[src/rtl/alu_mult_seq_if.sv]
// Requester-side bundle for alu_mult_seq: operand request handshake and product response handshake.
interface alu_mult_seq_if #(
  parameter int WIDTH = 8
);
  logic               req_valid;
  logic               req_ready;
  logic [WIDTH-1:0]   req_a;
  logic [WIDTH-1:0]   req_b;
  logic               resp_valid;
  logic               resp_ready;
  logic [2*WIDTH-1:0] resp_p;
  logic               resp_z;

  modport master (
    output req_valid, req_a, req_b, resp_ready,
    input  req_ready, resp_valid, resp_p, resp_z
  );

  modport slave (
    input  req_valid, req_a, req_b, resp_ready,
    output req_ready, resp_valid, resp_p, resp_z
  );
endinterface

[src/rtl/alu_mult_seq.sv]
// Shift-add multiplier sequencing an external combinational ALU; all state lives here.
// Optional macro ALU_MULT_SKIP_ZERO_EN skips the ADD step for zero multiplier bits.
module alu_mult_seq #(
  parameter int         WIDTH  = 8,
  parameter logic [2:0] OP_ADD = 3'b000,
  parameter logic [2:0] OP_SRL = 3'b011
) (
  input  logic             clk,
  input  logic             rst_n,
  alu_mult_seq_if.slave    req_if,
  output logic             busy_o,
  output logic [WIDTH-1:0] alu_a_o,
  output logic [WIDTH-1:0] alu_b_o,
  output logic [2:0]       alu_op_o,
  input  logic [WIDTH-1:0] alu_y_i,
  input  logic             alu_c_i
);

  localparam int CW = $clog2(WIDTH) + 1;

  typedef enum logic [1:0] {IDLE, ADD, SHIFT, DONE} state_t;

  state_t           state_q, state_d;
  logic [WIDTH-1:0] m_q, m_d;
  logic [WIDTH-1:0] p_hi_q, p_hi_d;
  logic [WIDTH-1:0] p_lo_q, p_lo_d;
  logic             cy_q, cy_d;
  logic [CW-1:0]    cnt_q, cnt_d;

  always_ff @(posedge clk or negedge rst_n) begin
    if (!rst_n) begin
      state_q <= IDLE;
      m_q     <= '0;
      p_hi_q  <= '0;
      p_lo_q  <= '0;
      cy_q    <= 1'b0;
      cnt_q   <= '0;
    end else begin
      state_q <= state_d;
      m_q     <= m_d;
      p_hi_q  <= p_hi_d;
      p_lo_q  <= p_lo_d;
      cy_q    <= cy_d;
      cnt_q   <= cnt_d;
    end
  end

  always_comb begin
    state_d  = state_q;
    m_d      = m_q;
    p_hi_d   = p_hi_q;
    p_lo_d   = p_lo_q;
    cy_d     = cy_q;
    cnt_d    = cnt_q;
    alu_op_o = OP_ADD;
    alu_a_o  = '0;
    alu_b_o  = '0;

    unique case (state_q)
      IDLE: begin
        if (req_if.req_valid) begin
          m_d    = req_if.req_a;
          p_lo_d = req_if.req_b;
          p_hi_d = '0;
          cy_d   = 1'b0;
          cnt_d  = '0;
`ifdef ALU_MULT_SKIP_ZERO_EN
          state_d = req_if.req_b[0] ? ADD : SHIFT;
`else
          state_d = ADD;
`endif
        end
      end
      ADD: begin
        alu_op_o = OP_ADD;
        alu_a_o  = p_hi_q;
        alu_b_o  = p_lo_q[0] ? m_q : '0;
        p_hi_d   = alu_y_i;
        cy_d     = alu_c_i;
        state_d  = SHIFT;
      end
      SHIFT: begin
        // The ADD carry re-enters at the top so the full 2*WIDTH product survives.
        alu_op_o = OP_SRL;
        alu_a_o  = p_hi_q;
        p_hi_d   = {cy_q, alu_y_i[WIDTH-2:0]};
        p_lo_d   = {alu_c_i, p_lo_q[WIDTH-1:1]};
        cy_d     = 1'b0;
        cnt_d    = cnt_q + CW'(1);
        if (cnt_q == CW'(WIDTH - 1)) begin
          state_d = DONE;
        end else begin
`ifdef ALU_MULT_SKIP_ZERO_EN
          state_d = p_lo_q[1] ? ADD : SHIFT;
`else
          state_d = ADD;
`endif
        end
      end
      DONE: begin
        if (req_if.resp_ready) begin
          state_d = IDLE;
        end
      end
      default: state_d = IDLE;
    endcase
  end

  assign req_if.req_ready  = (state_q == IDLE);
  assign req_if.resp_valid = (state_q == DONE);
  assign req_if.resp_p     = {p_hi_q, p_lo_q};
  assign req_if.resp_z     = ({p_hi_q, p_lo_q} == '0);
  assign busy_o            = (state_q == ADD) || (state_q == SHIFT);

endmodule
[src/flat_wrapper.sv]
// flat-port wrapper written by rule: the top's interface ports become plain ports
module alu_mult_seq_flat 
#(
  parameter int         WIDTH  = 8,
  parameter logic [2:0] OP_ADD = 3'b000,
  parameter logic [2:0] OP_SRL = 3'b011
)
  (clk, rst_n, busy_o, alu_a_o, alu_b_o, alu_op_o, alu_y_i, alu_c_i, req_if_req_valid, req_if_req_a, req_if_req_b, req_if_resp_ready, req_if_req_ready, req_if_resp_valid, req_if_resp_p, req_if_resp_z);
  alu_mult_seq_if #(.WIDTH(WIDTH)) req_if_i ();
  input  logic clk;
  input  logic rst_n;
  output logic busy_o;
  output logic [WIDTH-1:0] alu_a_o;
  output logic [WIDTH-1:0] alu_b_o;
  output logic [2:0] alu_op_o;
  input  logic [WIDTH-1:0] alu_y_i;
  input  logic alu_c_i;
  input wire logic [$bits(req_if_i.req_valid)-1:0] req_if_req_valid;
  input wire logic [$bits(req_if_i.req_a)-1:0] req_if_req_a;
  input wire logic [$bits(req_if_i.req_b)-1:0] req_if_req_b;
  input wire logic [$bits(req_if_i.resp_ready)-1:0] req_if_resp_ready;
  output wire logic [$bits(req_if_i.req_ready)-1:0] req_if_req_ready;
  output wire logic [$bits(req_if_i.resp_valid)-1:0] req_if_resp_valid;
  output wire logic [$bits(req_if_i.resp_p)-1:0] req_if_resp_p;
  output wire logic [$bits(req_if_i.resp_z)-1:0] req_if_resp_z;
  assign req_if_i.req_valid = req_if_req_valid;
  assign req_if_i.req_a = req_if_req_a;
  assign req_if_i.req_b = req_if_req_b;
  assign req_if_i.resp_ready = req_if_resp_ready;
  assign req_if_req_ready = req_if_i.req_ready;
  assign req_if_resp_valid = req_if_i.resp_valid;
  assign req_if_resp_p = req_if_i.resp_p;
  assign req_if_resp_z = req_if_i.resp_z;
  alu_mult_seq #(.WIDTH(WIDTH), .OP_ADD(OP_ADD), .OP_SRL(OP_SRL)) u_core (.clk(clk), .rst_n(rst_n), .req_if(req_if_i), .busy_o(busy_o), .alu_a_o(alu_a_o), .alu_b_o(alu_b_o), .alu_op_o(alu_op_o), .alu_y_i(alu_y_i), .alu_c_i(alu_c_i));
endmodule
[config.mk]
export PLATFORM = sky130hd
export DESIGN_NAME = alu_mult_seq_flat
export DESIGN_NICKNAME = d
export VERILOG_FILES = /design/src/rtl/alu_mult_seq_if.sv /design/src/rtl/alu_mult_seq.sv /design/src/flat_wrapper.sv
export SDC_FILE = /design/constraint.sdc
export NUM_CORES = 1
export LEC_CHECK = 0
export BUFFER_PORTS_ARGS = -buffer_cell sky130_fd_sc_hd__buf_2
export CAP_MARGIN = 20
export CORE_ASPECT_RATIO = 1.5
export CORE_MARGIN = 2
export CORE_UTILIZATION = 44
export CTS_BUF_LIST = sky130_fd_sc_hd__clkbuf_16
export DETAILED_ROUTE_END_ITERATION = 10
export PLACE_DENSITY = 0.76
export SLEW_MARGIN = 20
export SYNTH_ARGS = -nofsm -noshare
export SYNTH_HDL_FRONTEND = slang
export SYNTH_SLANG_ARGS = --single-unit
[constraint.sdc]
create_clock -name clk -period 1.6 [get_ports clk]
set_input_delay 0.08 -clock clk [delete_from_list [all_inputs] [get_ports clk]]
set_output_delay 0.08 -clock clk [all_outputs]
set_load 0.005 [all_outputs]
* After elaboration in Yosys (flattened, before gate mapping)
Cells that the tools add are included.
Cells by class: add/subtract/negate cells 1, equal/unequal tests 6, mux-type cells 16, reduce and logical (&&, ||, !) cells 10
Operator list (number):
- 2-to-1 mux 8 bit | 5
- case mux 8 bit (3 select lines) | 1
- logical NOT 16 bit | 1
- case mux 8 bit (2 select lines) | 1
- 2-to-1 mux 2 bit | 4
- case mux 2 bit (4 select lines) | 1
- case mux 4 bit (2 select lines) | 1
- AND reduction 2 bit | 4
- adder 4 x 1 -> 4 bit (second input constant) | 1
- == test 2 bit (second input constant) | 2
- == test 4 x 3 -> 1 bit (second input constant) | 1
- 2-to-1 mux 4 bit | 1
- inequality test 2 bit (second input constant) | 2
- case mux 1 bit (3 select lines) | 1
- nonzero test 3 bit | 1
- == test 2 x 1 -> 1 bit (second input constant) | 1
- logical NOT 2 bit | 1
- nonzero test 2 bit | 1
- OR reduction 2 bit | 1
- logical OR 1 bit | 1
- 2-to-1 mux 1 bit | 1
Storage, ports and cells: register bits 31, input bits 29, output and inout port bits 39, logic and storage cells 39

* Depth between registers and ports, before layout
Gate-level depths: netlist (run 1).
word-level depth 3, depth in mapped cells 7, depth with buffers taken out 5

* Worst setup path before layout (run 1)
OpenSTA, ideal clock, no wires.
kind register to register, start point register u_core.state_q[0], end point register u_core.p_lo_q[5], setup time 0.137 ns, arrival time 1.458 ns, required time 1.463 ns, path slack 0.006 ns, stages on the path, launching flop included 7, buffers on the path 1, period minus slack after synthesis 1.594 ns, cell sequence dfrtp_1 -> inv_1 -> ha_1 -> buf_6 -> mux2_1 -> o22ai_1 -> a21oi_1
Between the ends: word-level cells in the longest chain between the ends 3
Ends and longest elaborated chain:
- start, declared | line alu_mult_seq.sv:23 | state_t state_q, state_d;
- start signal, assigned | line alu_mult_seq.sv:39 | state_q <= state_d;
- == test 2 bit or logical NOT 2 bit (tied branches) | line alu_mult_seq.sv:59 | unique case (state_q)
- nonzero test 2 bit (no source line) or inequality test 2 bit (tied branches)
- AND reduction 2 bit (no source line)
- end signal, assigned | line alu_mult_seq.sv:42 | p_lo_q <= p_lo_d;
- end, declared | line alu_mult_seq.sv:26 | logic [WIDTH-1:0] p_lo_q, p_lo_d;
Several ways; a longest one is shown, not always the timed one. A chain may end at the register's enable or synchronous reset.

* Worst setup path after layout (run 1)
start point register u_core.state_q[1], end point output alu_a_o[6]
Between the ends: word-level cells in the longest chain between the ends 3
Ends and longest elaborated chain:
- == test 2 bit or == test 2 x 1 -> 1 bit (tied branches) | line alu_mult_seq.sv:59
- OR reduction 2 bit (no source line) *
- 2-to-1 mux 8 bit * | line alu_mult_seq.sv:59
- end, declared | line flat_wrapper.sv:13 | output logic [WIDTH-1:0] alu_a_o;
Mark *: on every way between the ends. The rest lies on a longest branch, timed or not.

==> reports/summary.md, run 1 <==
Initial antenna violation count: 0. Counting tap cells, the placed design contains a total of 269 instances. The run gives 0.001802 mm2 as the synthesized cell area. The core region is 0.003924 mm2. For the number of warnings printed during yosys synthesis, the log shows 0. After floorplanning, the core was divided into 28 placement rows. The final layout contains routed wiring with a total length of 4380 um. For the largest buffer count on any clock path, the log shows 2.

Kind of critical path: register to output port. Detailed placement ended at an HPWL of 3153 um. The number of antenna repair diodes was 0. Relative to the synthesized area, the layout overhead comes to 33.75%.

The run gives 0.4592 as the effective utilization at floorplan. For this run, the leading register cell type out of synthesis is sky130_fd_sc_hd__dfrtp_1. The total count of hold-check failures in the final report was 0; the clock-pin slew on the worst setup and hold paths was 0.05 ns. During I/O placement, the number of pins put on the boundary was 68. The final route contains 1571 vias. The count of buffers from port buffering is 66. The path class of the tightest hold or removal check is input pin to register. For the pin with the worst max-slew slack, the measured transition is 0.6790 ns. The tools report the remaining routing DRC violations as 0. The share of Yosys cell area claimed by the top area cell type was 0.4306; the number of enable flip-flop cells after synthesis was 0.

STA classifies the critical path endpoint as an output port. The clock drives 31 sinks. The post-placement worst setup slack is -0.02867 ns.

sky130_fd_sc_hd__dfrtp_1 takes more of the synthesized area than any other cell. The vertical die dimension works out to 82.37 um. At the end of routability-driven placement, the weighted congestion stood at 0.7921. The H-tree was split into 2 levels. In this run the power density over the cells is 2046 mW/mm2. The cell sitting at the root of the clock tree is a sky130_fd_sc_hd__clkbuf_16.

After layout, the worst setup slack is 0.07461 ns. Setup repair after global routing could not meet its margin everywhere. Measured along the x axis, the die boundary spans 56.25 um. The critical path data arrival time was 1.45 ns; the first-pass iteration count of the detailed router was 4. The signal on the critical path passes through inv_2 -> ha_4 -> buf_6 -> and2_1 -> buf_2. The tools report the slack of the worst reg-to-reg path as 0.08 ns. The post-route antenna net violation count came out at 0. The run finished with clean final reports. The top fanout value on the critical path was 9; the final cycle utilization of the critical path was 0.9534. On the worst path, the slowest cell contributes a delay of 0.43 ns. The global-route wire length before repair was 7265 um. The logs give 1.172 nW for the leakage power and 0.004633 mm2 for the die footprint.

Global-route usage over all layers: 0.2018. The later pin in the worst-skew pair is clocked with a latency of 0.28 ns. The synthesized design contains 31 register bits. The worst clock skew was 0.003417 ns; the number of slew-limit violations in the final report was 0. The synthesized net count came out at 198. The worst vdd rail ir drop was 1642 uV; the number of library cell types mapped by synthesis was 40.

The share of synthesized registers carrying an async set or reset was 1.000. The worst setup path is launched from a register. Based on the critical path, the design can be clocked at up to 655.6 MHz. Using the TritonRoute via totals, the vias-per-cell ratio works out to 5.571.

The cell with the biggest individual delay on the critical path was sky130_fd_sc_hd__dfrtp_1. The total overflow left after global routing is 0. The layout cell share with drive strength beyond 1 came out at 0.4641. Max-cap violations in this run came to 0. In the final routed layout, each cell accounts on average for 15.53 um.

TritonCTS built the clock tree. The number of buffers and inverters on the critical path is 3. The total of endpoints with negative setup slack in the final report is 0. Entering global routing, the biggest net connects 32 pins. After synthesis, the cell types taking the most area are sky130_fd_sc_hd__dfrtp_1 43%, sky130_fd_sc_hd__mux2_2 5.6%, sky130_fd_sc_hd__o22ai_1 5.6%, sky130_fd_sc_hd__mux2_1 4.4%, sky130_fd_sc_hd__ha_1 4.2%. Summing internal, switching and leakage power gives 4.930 mW. The routed design could run at a clock period as short as 1.525 ns.

Leaving out filler cells and counting taps, the final layout contains 282. Share of synthesized area occupied by flip-flops and latches: 0.4306. The average cell area after synthesis was 11.05 um2; the worst relative slew slack was 0.5474. The run gives 163 as the cell count after synthesis. The tools report the data required time at the worst endpoint as 1.52 ns.

The category of cells accounting for the largest share of critical-path delay was flip-flops. Clock tree synthesis inserted a total of 5 buffers. The via count of the first global-routing pass was 1564; the layout net count was 271.

The run gives 43 as the DRC violation total after the first TritonRoute iteration.
[cells by family (layout without fill, tap and decap cells)]
group,count (synthesis),in the layout,share of synthesized area
compound gates,47,47,0.1875
fa+ha+maj,6,6,0.04167
mux,20,20,0.1292
xor+xnor,1,1,0.004862
buf+inv,17,91,0.06041
simple gates,40,40,0.1438
flops,31,31,0.4306
other cells,1,1,0.002081
[cell usage in the layout (no fill, tap or decap), drive strengths merged]
cell         count
xnor2            1
buf             78
a32oi            2
dfrtp           31
and4             1
mux2i            4
clkinvlp         1
nor2             4
a22o             8
o21ai            6
mux2            16
or3b             1
nand3            3
nand2            5
dlygate4sd3      1
ha               6
nor4             4
clkinv           1
o41ai            1
nand3b           1
o31ai            2
and4b            1
a211o            1
o311ai           1
clkbuf           6
conb             1
o22ai           16
nand2b           2
inv              4
nor2b            2
a21oi           10
and2             8
and3             8
[routing by layer]
layer | track usage | vias to the layer above | wire (um)
li1 | - | 757 | -
met4 | 0.1071 | 0 | 138
met3 | 0.04673 | 10 | 232
met5 | 0 | - | 0
met2 | 0.3518 | 43 | 2261
met1 | 0.2305 | 761 | 1747
[cells in the mapped netlist, types with 2 or more instances]
cell type,instances
sky130_fd_sc_hd__dfrtp_1,31
sky130_fd_sc_hd__o22ai_1,16
sky130_fd_sc_hd__a21oi_1,10
sky130_fd_sc_hd__mux2_2,9
sky130_fd_sc_hd__a22o_1,8
sky130_fd_sc_hd__and2_1,8
sky130_fd_sc_hd__and3_1,8
sky130_fd_sc_hd__mux2_1,7
sky130_fd_sc_hd__ha_1,6
sky130_fd_sc_hd__buf_6,4
sky130_fd_sc_hd__clkbuf_1,4
sky130_fd_sc_hd__nor4_1,4
sky130_fd_sc_hd__o21ai_0,4
sky130_fd_sc_hd__buf_2,3
sky130_fd_sc_hd__buf_4,3
sky130_fd_sc_hd__inv_1,3
sky130_fd_sc_hd__mux2i_1,3
sky130_fd_sc_hd__nand2_1,3
sky130_fd_sc_hd__nand3_1,3
sky130_fd_sc_hd__nor2_1,3
sky130_fd_sc_hd__a32oi_1,2
sky130_fd_sc_hd__nand2b_1,2
sky130_fd_sc_hd__o21ai_1,2
[worst register-to-register path: stages (launching register included)]
cell and delay (ns):
sky130_fd_sc_hd__dfrtp_1 0.38, sky130_fd_sc_hd__inv_2 0.09, sky130_fd_sc_hd__ha_2 0.24, sky130_fd_sc_hd__buf_12 0.16, sky130_fd_sc_hd__mux2_1 0.33, sky130_fd_sc_hd__o22ai_1 0.15
sky130_fd_sc_hd__a21oi_1 0.06
[metrics by stage]
step           cell area, um2  hold WS, ns  setup TNS [ns]    util
6_report                 2410      0.01694               0  0.6142
5_1_grt                  2410      0.02781        -0.04157  0.6142
4_1_cts                  2344      0.01418               0  0.5973
3_5_place_dp             2171       0.1614        -0.04415  0.5533
3_3_place_gp             2171       0.1613               0  0.5533
2_1_floorplan            1802      -0.2156               0       -
[state kept, by name (all words and copies together), names as in the netlist]
register / cells
u_core.state_q: 2
u_core.p_hi_q: 8
u_core.m_q: 8
u_core.p_lo_q: 8
u_core.cy_q: 1
u_core.cnt_q: 4
[path summary, 6_finish.rpt]
check / start / to / depth (start not counted)
max: u_core.state_q[1] / alu_a_o[6] / 5
min: alu_y_i[3] / u_core.p_hi_q[3] / 2
max reg2reg: u_core.state_q[0] / u_core.p_lo_q[2] / 6
min reg2reg: u_core.m_q[7] / u_core.m_q[7] / 1
max in group asynchronous: rst_n / u_core.p_lo_q[0] / 2
min in group asynchronous: rst_n / u_core.p_lo_q[5] / 2
[repair_timing]
action | CTS | global route
buffers inserted | 0 | 3
hold endpoints to repair | 31 | 0
gates resized for setup | 4 | 6
cloned | 0 | 1
hold buffers | 1 | 0
pin swaps | 0 | 1
endpoints found under the setup margin | 18 | 26
[where the power goes]
group,internal [mW],switching (mW)
clock,0.566,0.329
combinational,1.39,1.19
sequential,1.12,0.342
[layout make-up]
type / count / area [um2]
Clock buffer: 5 / 125.1
Clock inverter: 3 / 16.27
Inverter: 3 / 11.26
Fill cell: 362 / 1514
Tap cell: 45 / 56.30
Timing Repair Buffer: 80 / 471.7
Sequential cell: 31 / 775.7
Multi-Input combinational cell: 115 / 953.4
(Power assumes the default switching activity.)
==> run 2, diff against run 1 <==
PLACE_DENSITY = 0.74   (was 0.76)
==> reports/summary.md, run 2 (same netlist as run 1, synthesis figures left out) <==
Leaving out fill and tap cells, the most frequent cell in the layout is sky130_fd_sc_hd__buf_2. Broken down by cell family, the worst path's largest delay share belongs to buffers and inverters. Number of vias per cell: 5.651 (+1.4%). TritonCTS built the clock tree. In the final layout, the registers with the most flip-flops are u_core.m_q (8), u_core.p_hi_q (8), u_core.p_lo_q (8). The worst relative slew slack was 0.5342 (-0.01318); the effective utilization at floorplan was 0.4592 (unchanged). The estimated wirelength of the detail-placed design was 3170 um (+0.53%); the post-route total power was 4.831 mW (-2.0%). The area of the placeable core is 0.003924 mm2 (unchanged). The logs give 0 (unchanged) for the total count of hold-check failures in the final report and 0.7617 (-3.8%) for the final RePlAce weighted congestion.

For the share of the core filled with cells, the log shows 0.6075 (-0.006696). The total via count after detailed routing was 1571 (unchanged); the number of buffers and inverters on the critical path was 3 (unchanged). Buffer type at the clock tree root: sky130_fd_sc_hd__clkbuf_16.

The signed area change from the synthesized netlist to the final layout came out at 32.29%. The DRC violation total after the first TritonRoute iteration came out at 29 (-33%). Top-level port count: 68 (unchanged). Slew at the pin with the worst max-slew slack: 0.6987 ns (+0.01977 ns). Walking the worst path, the cells encountered are inv_2 -> ha_2 -> buf_12 -> buf_4 -> nand2b_1 -> a211o_1 -> nand3_1.

The logs give 0.004079 ns (+0.0006618 ns) for the worst clock skew and 0.002183 mm2 (+0.58%) for the area of placed instances. The number of slew-limit violations in the final report was 0 (unchanged); the clock-pin slew on the worst setup and hold paths was 0.05 ns (about the same). The smallest hold slack is 0.03246 ns (+0.01553 ns), and the count of placed standard cells including taps is 269 (unchanged). Layout net count: 267 (-1.5%).

The x dimension of the die was 56.25 um (unchanged); the time the worst path needs with I/O delays and setup was 1.560 ns (+0.03433 ns). The logs give 2 (unchanged) for the largest buffer count on any clock path and 2 (unchanged) for the number of levels in the clock H-tree. The logs give 0.002384 mm2 (-1.1%) for the total non-filler cell area in the finished layout and 0.02524 ns (+0.05391 ns) for the post-placement worst setup slack.

The total of endpoints with negative setup slack in the final report is 0 (unchanged), and the met1 wire length is 1707 um (-2.3%). The run gives 5 (unchanged) as the TritonCTS buffer count. The run gives 0 (unchanged) as the initial antenna violation count.

The die footprint is 0.004633 mm2 (unchanged), and the floorplan row count is 28 (unchanged). The remaining routing DRC violations was 0 (unchanged). The tools report the met3 routed wirelength as 239 um (+3.0%). The final cycle utilization of the critical path is 0.9748 (+0.02146).

The detailed router used layers up to and including met4. Later-pin clock latency in the skew report: 0.27 ns (about the same). The vertical die dimension works out to 82.37 um (unchanged).

Routed wire length on met2: 2379 um (+5.2%). The data required time at the worst endpoint was 1.80 ns (+0.28 ns). Setup repair after global routing could not meet its margin everywhere. For this design, the slowest cell found on the critical path is sky130_fd_sc_hd__dfrtp_1. The post-route antenna net violation count was 0 (unchanged); the count of maximum capacitance violations was 0 (unchanged). The largest stage delay on the critical path is 0.39 ns (-0.04 ns), and the number of sinks handled by clock tree synthesis is 31 (unchanged).

The power per cell area came out at 2027 mW/mm2 (-0.93%). The worst setup path is of the register to register kind. The pin count of the biggest net entering global routing was 32 (unchanged); the leakage power was 1.151 nW (-1.8%).

The global-route wire length before repair is 7141 um (-1.7%). The top cell types in the final layout, fill and taps aside, are 66 x sky130_fd_sc_hd__buf_2, 31 x sky130_fd_sc_hd__dfrtp_1, 14 x sky130_fd_sc_hd__o22ai_1. The worst path setup slack after routing is 0.04027 ns (-0.03433 ns).

The top fanout value on the critical path is 18 (+9). The via count of the first global-routing pass was 1528 (-2.3%); the critical path data arrival time was 1.76 ns (+0.31 ns). The worst vdd rail ir drop was 1201 uV (-27%). The count of buffers from port buffering is 66 (unchanged). The tools report the final setup TNS as 0 ns (unchanged). The run finished with clean final reports. For the leftover overflow at the end of global routing, the log shows 0 (unchanged). The tools report the global-route usage over all layers as 0.2000 (-0.001801).

Highest clock frequency the design can meet: 641.1 MHz (-2.2%). STA classifies the critical path startpoint as a register. The number of antenna repair diodes was 0 (unchanged). The final instance count without filler cells is 278 (-1.4%). The path class of the lowest-slack min-delay path was input pin to register. The detailed-route wire length is 4469 um (+2.0%). The worst setup path is captured at a register. The first-pass iteration count of the detailed router came out at 4 (unchanged). The layout cell share with drive strength beyond 1 works out to 0.4592 (-0.004908). The final routed wire length divided by cell count works out to 16.08 um (+3.5%).
[run 2: cell types whose count changed in the layout (fill, tap and decap cells not counted), sizes merged]
cell,before,now
clkbuf,6,5
clkinvlp,1,0
clkinv,1,2
buf,78,75
[run 2: area by class of cell]
cell class                      instances  area [um2]
Clock buffer                            5       125.1
Clock inverter                          3       11.26
Fill cell                             362        1540
Inverter                                3       11.26
Multi-Input combinational cell        115       970.9
Sequential cell                        31       775.7
Tap cell                               45       56.30
Timing Repair Buffer                   76       432.9
[run 2: final timing paths]
kind	startpoint	endpoint	slack [ns]	depth (start not counted)
worst max-delay path	u_core.state_q[0]	u_core.cnt_q[3]	0.04	7
worst min-delay path	alu_y_i[1]	u_core.p_hi_q[1]	0.03	2
worst max register to register	u_core.state_q[0]	u_core.cnt_q[3]	0.04	7
worst min register to register	u_core.cy_q	u_core.cy_q	0.49	2
max in group asynchronous	rst_n	u_core.p_hi_q[2]	0.76	2
min in group asynchronous	rst_n	u_core.p_lo_q[3]	0.39	2
[run 2: power breakdown]
part / switching, mW / total (mW) / internal, mW
Combinational: 1.17 / 2.48 / 1.31
Clock: 0.311 / 0.869 / 0.558
Sequential: 0.360 / 1.48 / 1.12
Total: 1.85 / 4.83 / 2.99
[run 2: routing by layer]
metal / track usage / vias to the layer above
met5: 0 / -
met4: 0.1048 / 0
met1: 0.2261 / 765
li1: - / 747
met2: 0.3576 / 48
met3: 0.03894 / 11
[run 2: what timing repair did]
action | CTS | global route
resized for setup | 3 | 9
setup endpoints to repair | 8 | 26
buffers inserted | 0 | 0
hold endpoints to repair | 31 | 0
hold buffers | 1 | 0
pin swaps | 0 | 1
